<file path="config.mk">
export PLATFORM = sky130hd
export DESIGN_NAME = regfile_write_arbiter
export DESIGN_NICKNAME = d
export VERILOG_FILES = /design/src/rtl/rf_ctrl_pkg.sv /design/src/rtl/rf_scoreboard.sv /design/src/rtl/regfile_write_arbiter.sv
export SDC_FILE = /design/constraint.sdc
export NUM_CORES = 1
export LEC_CHECK = 0
export ABC_AREA = 1
export BUFFER_PORTS_ARGS = -buffer_cell sky130_fd_sc_hd__buf_2
export CAP_MARGIN = 25
export CORE_MARGIN = 2
export CORE_UTILIZATION = 54
export DETAILED_ROUTE_END_ITERATION = 8
export HOLD_SLACK_MARGIN = 0.03
export PLACE_DENSITY = 0.87
export SLEW_MARGIN = 20
export SYNTH_ARGS = -nofsm -noshare
export SYNTH_HDL_FRONTEND = slang
export SYNTH_SLANG_ARGS = --single-unit
</file>
<file path="constraint.sdc">
create_clock -name clk -period 3.6 [get_ports clk]
set_input_delay 0.18 -clock clk [delete_from_list [all_inputs] [get_ports clk]]
set_output_delay 0.18 -clock clk [all_outputs]
set_load 0.005 [all_outputs]
</file>
<file path="src/rtl/rf_ctrl_pkg.sv">
// rtl/rf_ctrl_pkg.sv - shared types and sizes for the register-file write path
package rf_ctrl_pkg;

   localparam int XLEN   = 32;
   localparam int NREG   = 32;
   localparam int REG_AW = 5;

   typedef enum logic {
      INIT,
      RUN
   } state_t;

   typedef enum logic [1:0] {
      SRC_NONE,
      SRC_WB,
      SRC_MD,
      SRC_DBG
   } src_t;

endpackage

</file>
<file path="src/rtl/rf_scoreboard.sv">
// rtl/rf_scoreboard.sv - pending-write mask for multi-cycle destinations
// A set and a clear of the same register on one edge leave it busy.
module rf_scoreboard
   import rf_ctrl_pkg::*;
(
   input  logic              clk,
   input  logic              reset,
   input  logic              setEn,
   input  logic [REG_AW-1:0] setIdx,
   input  logic              clrEn,
   input  logic [REG_AW-1:0] clrIdx,
   input  logic [REG_AW-1:0] lookA,
   input  logic [REG_AW-1:0] lookB,
   output logic              busyA,
   output logic              busyB
);

   logic [NREG-1:0] busy;
   logic [NREG-1:0] setMask;
   logic [NREG-1:0] clrMask;

   // x0 is never tracked, so bit 0 stays clear
   always_comb begin
      setMask = '0;
      clrMask = '0;
      if (setEn && setIdx != '0) setMask[setIdx] = 1'b1;
      if (clrEn && clrIdx != '0) clrMask[clrIdx] = 1'b1;
   end

   always_ff @(posedge clk) begin
      if (reset) busy <= '0;
      else       busy <= (busy & ~clrMask) | setMask;
   end

   assign busyA = (lookA != '0) && busy[lookA];
   assign busyB = (lookB != '0) && busy[lookB];

endmodule

</file>
<file path="src/rtl/regfile_write_arbiter.sv">
// rtl/regfile_write_arbiter.sv - register-file write port owner and arbiter
// Clears x1..x31 after reset, then grants WB > MD > DBG with a registered write.
module regfile_write_arbiter
   import rf_ctrl_pkg::*;
#(
   parameter int STARVE_LIMIT = 4,
   parameter bit INIT_CLEAR   = 1'b1
)(
   input  logic              clk,
   input  logic              reset,
   input  logic              wb_we,
   input  logic [REG_AW-1:0] wb_rd,
   input  logic [XLEN-1:0]   wb_data,
   input  logic              md_valid,
   input  logic [REG_AW-1:0] md_rd,
   input  logic [XLEN-1:0]   md_data,
   output logic              md_ready,
   input  logic              dbg_valid,
   input  logic [REG_AW-1:0] dbg_rd,
   input  logic [XLEN-1:0]   dbg_data,
   output logic              dbg_ready,
   input  logic              iss_valid,
   input  logic [REG_AW-1:0] iss_rd,
   input  logic [REG_AW-1:0] rs1,
   input  logic [REG_AW-1:0] rs2,
   output logic              hz_stall,
   output logic              wb_hold,
   output logic              rf_we,
   output logic [REG_AW-1:0] rf_waddr,
   output logic [XLEN-1:0]   rf_wdata,
   output logic              init_done
);

   localparam int SW = $clog2(STARVE_LIMIT + 1);

   state_t            state;
   state_t            stateNext;
   src_t              grant;
   src_t              rfSrc;
   logic [REG_AW-1:0] initCnt;
   logic [SW-1:0]     starveCnt;
   logic              isRun;
   logic              wbReq;
   logic              mdFire;
   logic              dbgFire;
   logic              busyRs1;
   logic              busyRs2;

   assign isRun     = (state == RUN);
   assign wbReq     = wb_we && (wb_rd != '0);
   assign md_ready  = isRun && !wbReq;
   assign dbg_ready = isRun && !wbReq && !md_valid;
   assign mdFire    = md_valid && md_ready;
   assign dbgFire   = dbg_valid && dbg_ready;

   // x0 handshakes complete but never claim the port
   always_comb begin
      stateNext = state;
      grant     = SRC_NONE;
      case (state)
         INIT: if (initCnt == REG_AW'(NREG - 1)) stateNext = RUN;
         RUN: begin
            if (wbReq)                        grant = SRC_WB;
            else if (mdFire && md_rd != '0)   grant = SRC_MD;
            else if (dbgFire && dbg_rd != '0) grant = SRC_DBG;
         end
         default: stateNext = INIT;
      endcase
   end

   always_ff @(posedge clk) begin
      if (reset) begin
         state     <= INIT_CLEAR ? INIT : RUN;
         initCnt   <= REG_AW'(1);
         init_done <= 1'b0;
         rf_we     <= 1'b0;
         rf_waddr  <= '0;
         rf_wdata  <= '0;
         rfSrc     <= SRC_NONE;
      end else begin
         state     <= stateNext;
         init_done <= init_done || isRun;
         if (state == INIT) begin
            initCnt  <= initCnt + REG_AW'(1);
            rf_we    <= 1'b1;
            rf_waddr <= initCnt;
            rf_wdata <= '0;
            rfSrc    <= SRC_NONE;
         end else begin
            rf_we <= (grant != SRC_NONE);
            rfSrc <= grant;
            case (grant)
               SRC_WB: begin
                  rf_waddr <= wb_rd;
                  rf_wdata <= wb_data;
               end
               SRC_MD: begin
                  rf_waddr <= md_rd;
                  rf_wdata <= md_data;
               end
               SRC_DBG: begin
                  rf_waddr <= dbg_rd;
                  rf_wdata <= dbg_data;
               end
               default: ;
            endcase
         end
      end
   end

   // Denied MD cycles accumulate until WB is told to skip one slot
   always_ff @(posedge clk) begin
      if (reset) begin
         starveCnt <= '0;
         wb_hold   <= 1'b0;
      end else begin
         wb_hold <= 1'b0;
         if (mdFire) begin
            starveCnt <= '0;
         end else if (md_valid) begin
            if (starveCnt + SW'(1) == SW'(STARVE_LIMIT)) begin
               starveCnt <= '0;
               wb_hold   <= 1'b1;
            end else begin
               starveCnt <= starveCnt + SW'(1);
            end
         end
      end
   end

   rf_scoreboard u_scoreboard (
      .clk    (clk),
      .reset  (reset),
      .setEn  (iss_valid),
      .setIdx (iss_rd),
      .clrEn  (rf_we && rfSrc == SRC_MD),
      .clrIdx (rf_waddr),
      .lookA  (rs1),
      .lookB  (rs2),
      .busyA  (busyRs1),
      .busyB  (busyRs2)
   );

   assign hz_stall = !isRun || busyRs1 || busyRs2;

endmodule

</file>
==> impl_metrics.py, run 1 <==
metrics = {
    "floorplan": {
        "die_w_um": 96.6,
        "die_y_um": 96.6,
        "rows": 33,
        "ios": 175,
        "core_area_um2": 8260,
        "initial_core_util": 0.560,
        "die_area_um2": 9330,
    },
    "grt": {
        "antenna_found_initial": 1,
        "track_usage": 0.322,
        "overflow": 0,
        "grt_max_degree": 40,
        "grt_pass1_vias": 5187,
        "grt_pass1_wl_um": 23400,
    },
    "setup_path": {
        "r2r_end": "rf_wdata[2]$_SDFFE_PP0P_",
        "crit_type": "register to register",
        "rr_startpoint": "isRun$_SDFF_PP0_",
        "crit_required_ps": 3890,
        "critPathLaunchType": "register",
        "cp-end-kind": "register",
        "path_max_fanout": 23,
        "rr_worst_depth": 10,
        "cp_data_arrival_time_ps": 3000,
        "reg2reg_slack_ps": 890,
    },
    "synthesis": {
        "yosysUniqueCellTypes": 33,
        "synth_area_leaders": "dfxtp_1 (36%), nand2_1 (14%), a21oi_1 (8.8%)",
        "synth.most_common_cell": "nand2_1",
        "ys.warnings.count": 0,
        "synth.largest_area_cell": "dfxtp_1",
        "syn-num-nets": 833,
        "synth_edf_count": 0,
        "yosysSeqAreaShare": 0.359,
        "syn_avg_cell_area_um2": 6.67,
        "ys_ff_latch": 83,
        "synth_fa_ha_area_frac": 0.0189,
        "muxShareOfSynthArea": 0,
        "synthArstFlopShare": 0,
        "synth_area_um2": 4630,
        "synth_top_family_by_area": "simple AND/OR/NAND/NOR gates",
        "synth_top_area_frac": 0.359,
        "synthesis.instances": 694,
        "synth-main-ff-cell": "dfxtp_1",
        "synth-simple-area-share": 0.275,
        "synth_common_cells": "nand2_1 (175), dfxtp_1 (83), a21oi_1 (81)",
        "synthXorXnorAreaFrac": 0.00189,
        "synth-compound-area-share": 0.247,
    },
    "hold_path": {
        "min_to": "rf_wdata[27]$_SDFFE_PP0P_",
        "worstHoldPathCells": 3,
        "hold_class": "input port to register",
        "hold_start": "wb_data[27]",
    },
    "detailed_routing": {
        "wl_per_cell_um": 15.6,
        "drt-initial-drc-count": 396,
        "vias": 5522,
        "avgViaCountPerCell": 5.76,
        "remaining_drc_errors": 0,
        "first_pass_iters": 6,
        "antenna_left": 0,
        "wirelength_um": 14900,
    },
    "timing": {
        "rsz0062_at_grt": "false",
        "whs_ps": 63.8,
        "min_period_ps": 2710,
        "tightest_slew_ps": 816,
        "finClkSkew_ps": 9.69,
        "finalSetupTns_ps": 0,
        "setup-violations-final": 0,
        "timing.slew.headroom": 0.456,
        "hold_viol_final": 0,
        "fmax_mhz": 369,
        "final.period_utilization": 0.752,
        "drv_slew": 0,
    },
    "placed_design": {
        "dp_hpwl_um": 11100,
        "gp_congestion": 0.912,
        "post_dp_cell_area_um2": 5490,
        "port_buffers": 174,
    },
    "cells_and_area": {
        "nets": 986,
        "drive_above_1_share": 0.248,
        "postLayoutCellArea_um2": 5680,
        "area_growth_pct": 22.7,
        "utilization": 0.688,
    },
    "clock_network": {
        "cts.sinks": 83,
        "clk-insertion-delay-late_ps": 360,
        "clockBufferDepth": 2,
        "cts_inserted_buffers": 9,
        "ctsResizeCount": 0,
        "clkTransAtPathRegs_ps": 100,
        "tritoncts": "done",
        "cts_setup_buffers": 0,
        "ctsHoldBuffers": 0,
        "cts_root_buf": "clkbuf_8",
        "htreeDepth": 3,
    },
    "status": {
        "status": "completed",
    },
    "pwr": {
        "power_density_nw_per_um2": 322,
        "power.leakage_uw": 0.00281,
        "peakVddDrop_mv": 0.196,
    },
    "flow_run": {
        "maxCapViolCount": 0,
    },
}
## through the flow
stage               power (uW)  cells  setup WS (ps)
floorplan                 1090    694           1580
global placement          1200    941           1130
detailed placement        1210    941            963
CTS                       1830    957            935
global route              1900    958            638
finish                    1830    958            892
## logic make-up (layout without fill, tap and decap cells)
family / count (synthesis) / in the layout
compound gates: 198 / 198
xor+xnor: 1 / 1
fa+ha+maj: 7 / 7
buf+inv: 111 / 269
flops: 83 / 83
other cells: 0 / 1
simple gates: 294 / 294
## layout by cell type (no fill, tap or decap), types with 4 or more instances in the layout
cell and n:
o211ai_1 7, ha_1 7, clkbuf_8 9, nor2_1 31, dfxtp_1 83, buf_4 5, o21ai_1 5, nand2_1 175
nor3_1 14, inv_2 4, o21ai_0 66, inv_1 70, buf_2 174, nand4_1 4, a21oi_1 81, a221oi_1 32
nand3_1 56
## worst max path at each step
| stage | startpoint | end | slack, ps | cells past startpoint |
|---|---|---|---|---|
| 3_3_place_gp | dbg_rd[1] | rf_wdata[9]$_SDFFE_PP0P_ | 1130 | 12 |
| 3_5_place_dp | isRun$_SDFF_PP0_ | rf_wdata[2]$_SDFFE_PP0P_ | 960 | 10 |
| 2_1_floorplan | wb_rd[1] | rf_wdata[0]$_SDFFE_PP0P_ | 1580 | 13 |
| 6_report | isRun$_SDFF_PP0_ | rf_wdata[2]$_SDFFE_PP0P_ | 890 | 10 |
| 4_1_cts | isRun$_SDFF_PP0_ | rf_wdata[2]$_SDFFE_PP0P_ | 940 | 10 |
| 5_1_grt | isRun$_SDFF_PP0_ | rf_wdata[2]$_SDFFE_PP0P_ | 640 | 10 |
## layer usage
| layer | wire, um | track usage | part of all wire | vias to the layer above |
|---|---|---|---|---|
| li1 | - | - | - | 2674 |
| met1 | 5770 | 0.395 | 0.39 | 2484 |
| met2 | 7180 | 0.528 | 0.48 | 302 |
| met3 | 1270 | 0.0621 | 0.085 | 62 |
| met4 | 692 | 0.185 | 0.046 | 0 |
| met5 | 0 | 0 | 0 | - |
## state kept, by name, summed over array words and instances (netlist names)
register / cells
rf_wdata: 32
u_scoreboard.busy: 32
initCnt: 5
rf_waddr: 5
starveCnt: 3
rfSrc: 2
init_done: 1
isRun: 1
rf_we: 1
wb_hold: 1
## area by class of cell
type,count,area (um^2)
clock inverters,7,60.1
flip-flops and latches,83,1660
clock buffers,9,124
repair buffers,179,908
well taps,105,131
fillers,737,2580
multi-input cells,500,2510
diodes,1,2.50
inverters,74,278
## worst max-delay path, cell delays in order, from the launching register on
cell and delay, ps:
dfxtp_1 630, nand2_1 180, nor2_2 150, nand3_2 110
inv_1 70, o21ai_0 130, ha_1 300, nor2_2 450
buf_4 360, nand2_1 100, a21oi_1 150
## where the power goes
part / internal, uW / leakage [uW] / switching (uW)
clock network: 264 / 0.0000965 / 373
registers: 932 / 0.000671 / 17.9
logic: 101 / 0.00204 / 144
total: 1300 / 0.00281 / 535
Power figures use the tool's default switching activity.
==> run 2: changes to the inputs <==
--- a/config.mk
+++ b/config.mk
@@ -9,10 +9,10 @@
 export BUFFER_PORTS_ARGS = -buffer_cell sky130_fd_sc_hd__buf_2
 export CAP_MARGIN = 25
 export CORE_MARGIN = 2
-export CORE_UTILIZATION = 54
+export CORE_UTILIZATION = 50
 export DETAILED_ROUTE_END_ITERATION = 8
 export HOLD_SLACK_MARGIN = 0.03
-export PLACE_DENSITY = 0.87
+export PLACE_DENSITY = 0.81
 export SLEW_MARGIN = 20
 export SYNTH_ARGS = -nofsm -noshare
 export SYNTH_HDL_FRONTEND = slang
==> constraint.sdc (replaced) <==
create_clock -name clk -period 2.65 [get_ports clk]
set_input_delay 0.1325 -clock clk [delete_from_list [all_inputs] [get_ports clk]]
set_output_delay 0.1325 -clock clk [all_outputs]
set_load 0.005 [all_outputs]
==> run 2 against run 1 <==
  * Sequential share of layout area decreased by 1.7 points
  * Count of clock-buffer cells in the layout increased by 2
  * Design area increased by 6.1%
  * Clock power increased by 73%
  * Largest power group unchanged
==> impl_metrics.py, run 2 (same netlist as run 1, synthesis figures left out) <==
metrics = {
    "clock_network": {
        "cts_setup_buffers": 0,
        "clockBufferDepth": 2,
        "clkTransAtPathRegs_ps": 90,
        "htreeDepth": 3,
        "ctsHoldBuffers": 25,
        "cts.sinks": 83,
        "cts_root_buf": "clkbuf_8",
        "clk-insertion-delay-late_ps": 360,
        "cts_inserted_buffers": 9,
        "tritoncts": "done",
        "ctsResizeCount": 0,
    },
    "setup_path": {
        "slowest_delay_ps": 330,
        "critPathTopFamily": "compound AO/OA/AOI/OAI gates",
        "cp_slowest_cell": "dfxtp_1",
        "crit_type": "register to register",
        "rr_worst_depth": 12,
        "crit_chain": "nand2_1 -> nor2_2 -> nand3_2 -> inv_1 -> o21ai_0 -> inv_1 -> ha_1 -> buf_4 -> inv_1 -> nand2_1 -> o21ai_0 -> a21oi_1",
        "crit_cells": 12,
        "crit_required_ps": 2900,
        "critPathLaunchType": "register",
        "cp-end-kind": "register",
        "cp_data_arrival_time_ps": 2490,
        "cp_common_cell": "inv_1",
        "cp_num_buf_inv": 4,
        "path_max_fanout": 37,
    },
    "timing": {
        "finalSetupTns_ps": 0,
        "fmax_mhz": 447,
        "hold_viol_final": 0,
        "tightest_slew_ps": 680,
        "min_period_ps": 2240,
        "drv_slew": 0,
        "timing.slew.headroom": 0.545,
        "final.period_utilization": 0.844,
        "rsz0062_at_grt": "false",
        "setup-violations-final": 0,
        "finClkSkew_ps": 18.7,
    },
    "pwr": {
        "power_frac_seq": 0.468,
        "swShare": 0.254,
        "power.leakage_uw": 0.00295,
        "power_density_nw_per_um2": 457,
        "p_sw_uw": 700,
        "power_frac_clock": 0.398,
        "p_int_uw": 2050,
        "peakVddDrop_mv": 0.329,
        "comb_power_share": 0.134,
    },
    "floorplan": {
        "rows": 35,
        "die_y_um": 100,
        "initial_core_util": 0.508,
        "core_area_um2": 9110,
        "die_area_um2": 10000,
        "ios": 175,
        "die_w_um": 100,
    },
    "detailed_routing": {
        "wl_per_cell_um": 16.9,
        "avgViaCountPerCell": 5.89,
        "antenna_left": 0,
        "remaining_drc_errors": 0,
        "vias": 5835,
        "wirelength_um": 16800,
        "first_pass_iters": 5,
        "drt-initial-drc-count": 470,
    },
    "grt": {
        "antenna_found_initial": 0,
        "grt_max_degree": 38,
        "track_usage": 0.333,
        "grt_pass1_wl_um": 26900,
        "overflow": 0,
        "grt_pass1_vias": 5823,
    },
    "cells_and_area": {
        "final_common_cell": "nand2_1",
        "diodes": 0,
        "utilization": 0.661,
        "final_cell_mix": "nand2_1 (175), buf_2 (174), dfxtp_1 (83)",
        "area_growth_pct": 30.2,
        "fillers": 780,
        "seqCellArea_um2": 1660,
        "largest_registers": "rf_wdata x32, u_scoreboard.busy x32",
        "nets": 1015,
        "drive_above_1_share": 0.241,
        "multi_input_area_um2": 2510,
    },
    "flow_run": {
        "maxCapViolCount": 0,
    },
    "hold_path": {
        "worstHoldPathCells": 3,
        "hold_class": "input port to register",
    },
    "placed_design": {
        "dp_hpwl_um": 11700,
        "port_buffers": 174,
        "gp_congestion": 0.911,
    },
    "status": {
        "status": "completed",
    },
}
[run 2: final timing paths]
kind,end,startpoint,slack [ps]
setup / recovery,rf_waddr[3]$_SDFFE_PP0P_,isRun$_SDFF_PP0_,410
hold / removal,rf_wdata[13]$_SDFFE_PP0P_,wb_data[13],40
setup reg to reg,rf_waddr[3]$_SDFFE_PP0P_,isRun$_SDFF_PP0_,410
hold reg to reg,u_scoreboard.busy[5]$_SDFF_PP0_,u_scoreboard.busy[5]$_SDFF_PP0_,480
[run 2: power by group through the flow]
| stage | clock (uW) | combinational (uW) | sequential (uW) |
|---|---|---|---|
| 3_5_place_dp | 0 | 327 | 1320 |
| 3_3_place_gp | 0 | 318 | 1320 |
| 6_report | 1100 | 370 | 1290 |
| 2_1_floorplan | 0 | 176 | 1310 |
| 5_1_grt | 1140 | 408 | 1290 |
| 4_1_cts | 1090 | 359 | 1290 |
[run 2: layout make-up]
class,instances,area share
multi-input combinational,500,0.417
sequential,83,0.276
timing repair buffer,208,0.199
inverter,74,0.0461
tap,111,0.0231
clock buffer,11,0.0218
clock inverter,4,0.0164
[run 2: routing by layer]
layer  up-vias  global-route usage  part of all wire
met4         0               0.184             0.049
li1       2715                   -                 -
met3        79              0.0689             0.092
met1      2653               0.381              0.37
met5         -                   0                 0
met2       388               0.576              0.49
[run 2: metrics by stage]
step	instance area (um^2)	std cells	total power [uW]	hold slack, ps	setup slack, ps
4_1_cts	6020	991	2740	31.8	426
6_report	6020	991	2750	37.3	412
5_1_grt	6020	991	2840	42.2	186
3_5_place_dp	5540	951	1650	392	251
2_1_floorplan	4630	694	1490	234	678
3_3_place_gp	5540	951	1630	383	407
[run 2: worst reg2reg max path, delay by kind of cell, from the launching register on]
family	cells	cell delay (ps)
adder cells (fa/ha/maj)	1	230
buffers and inverters	4	520
AO/OA/AOI/OAI	3	610
AND/OR/NAND/NOR	4	430
flip-flops	1	330
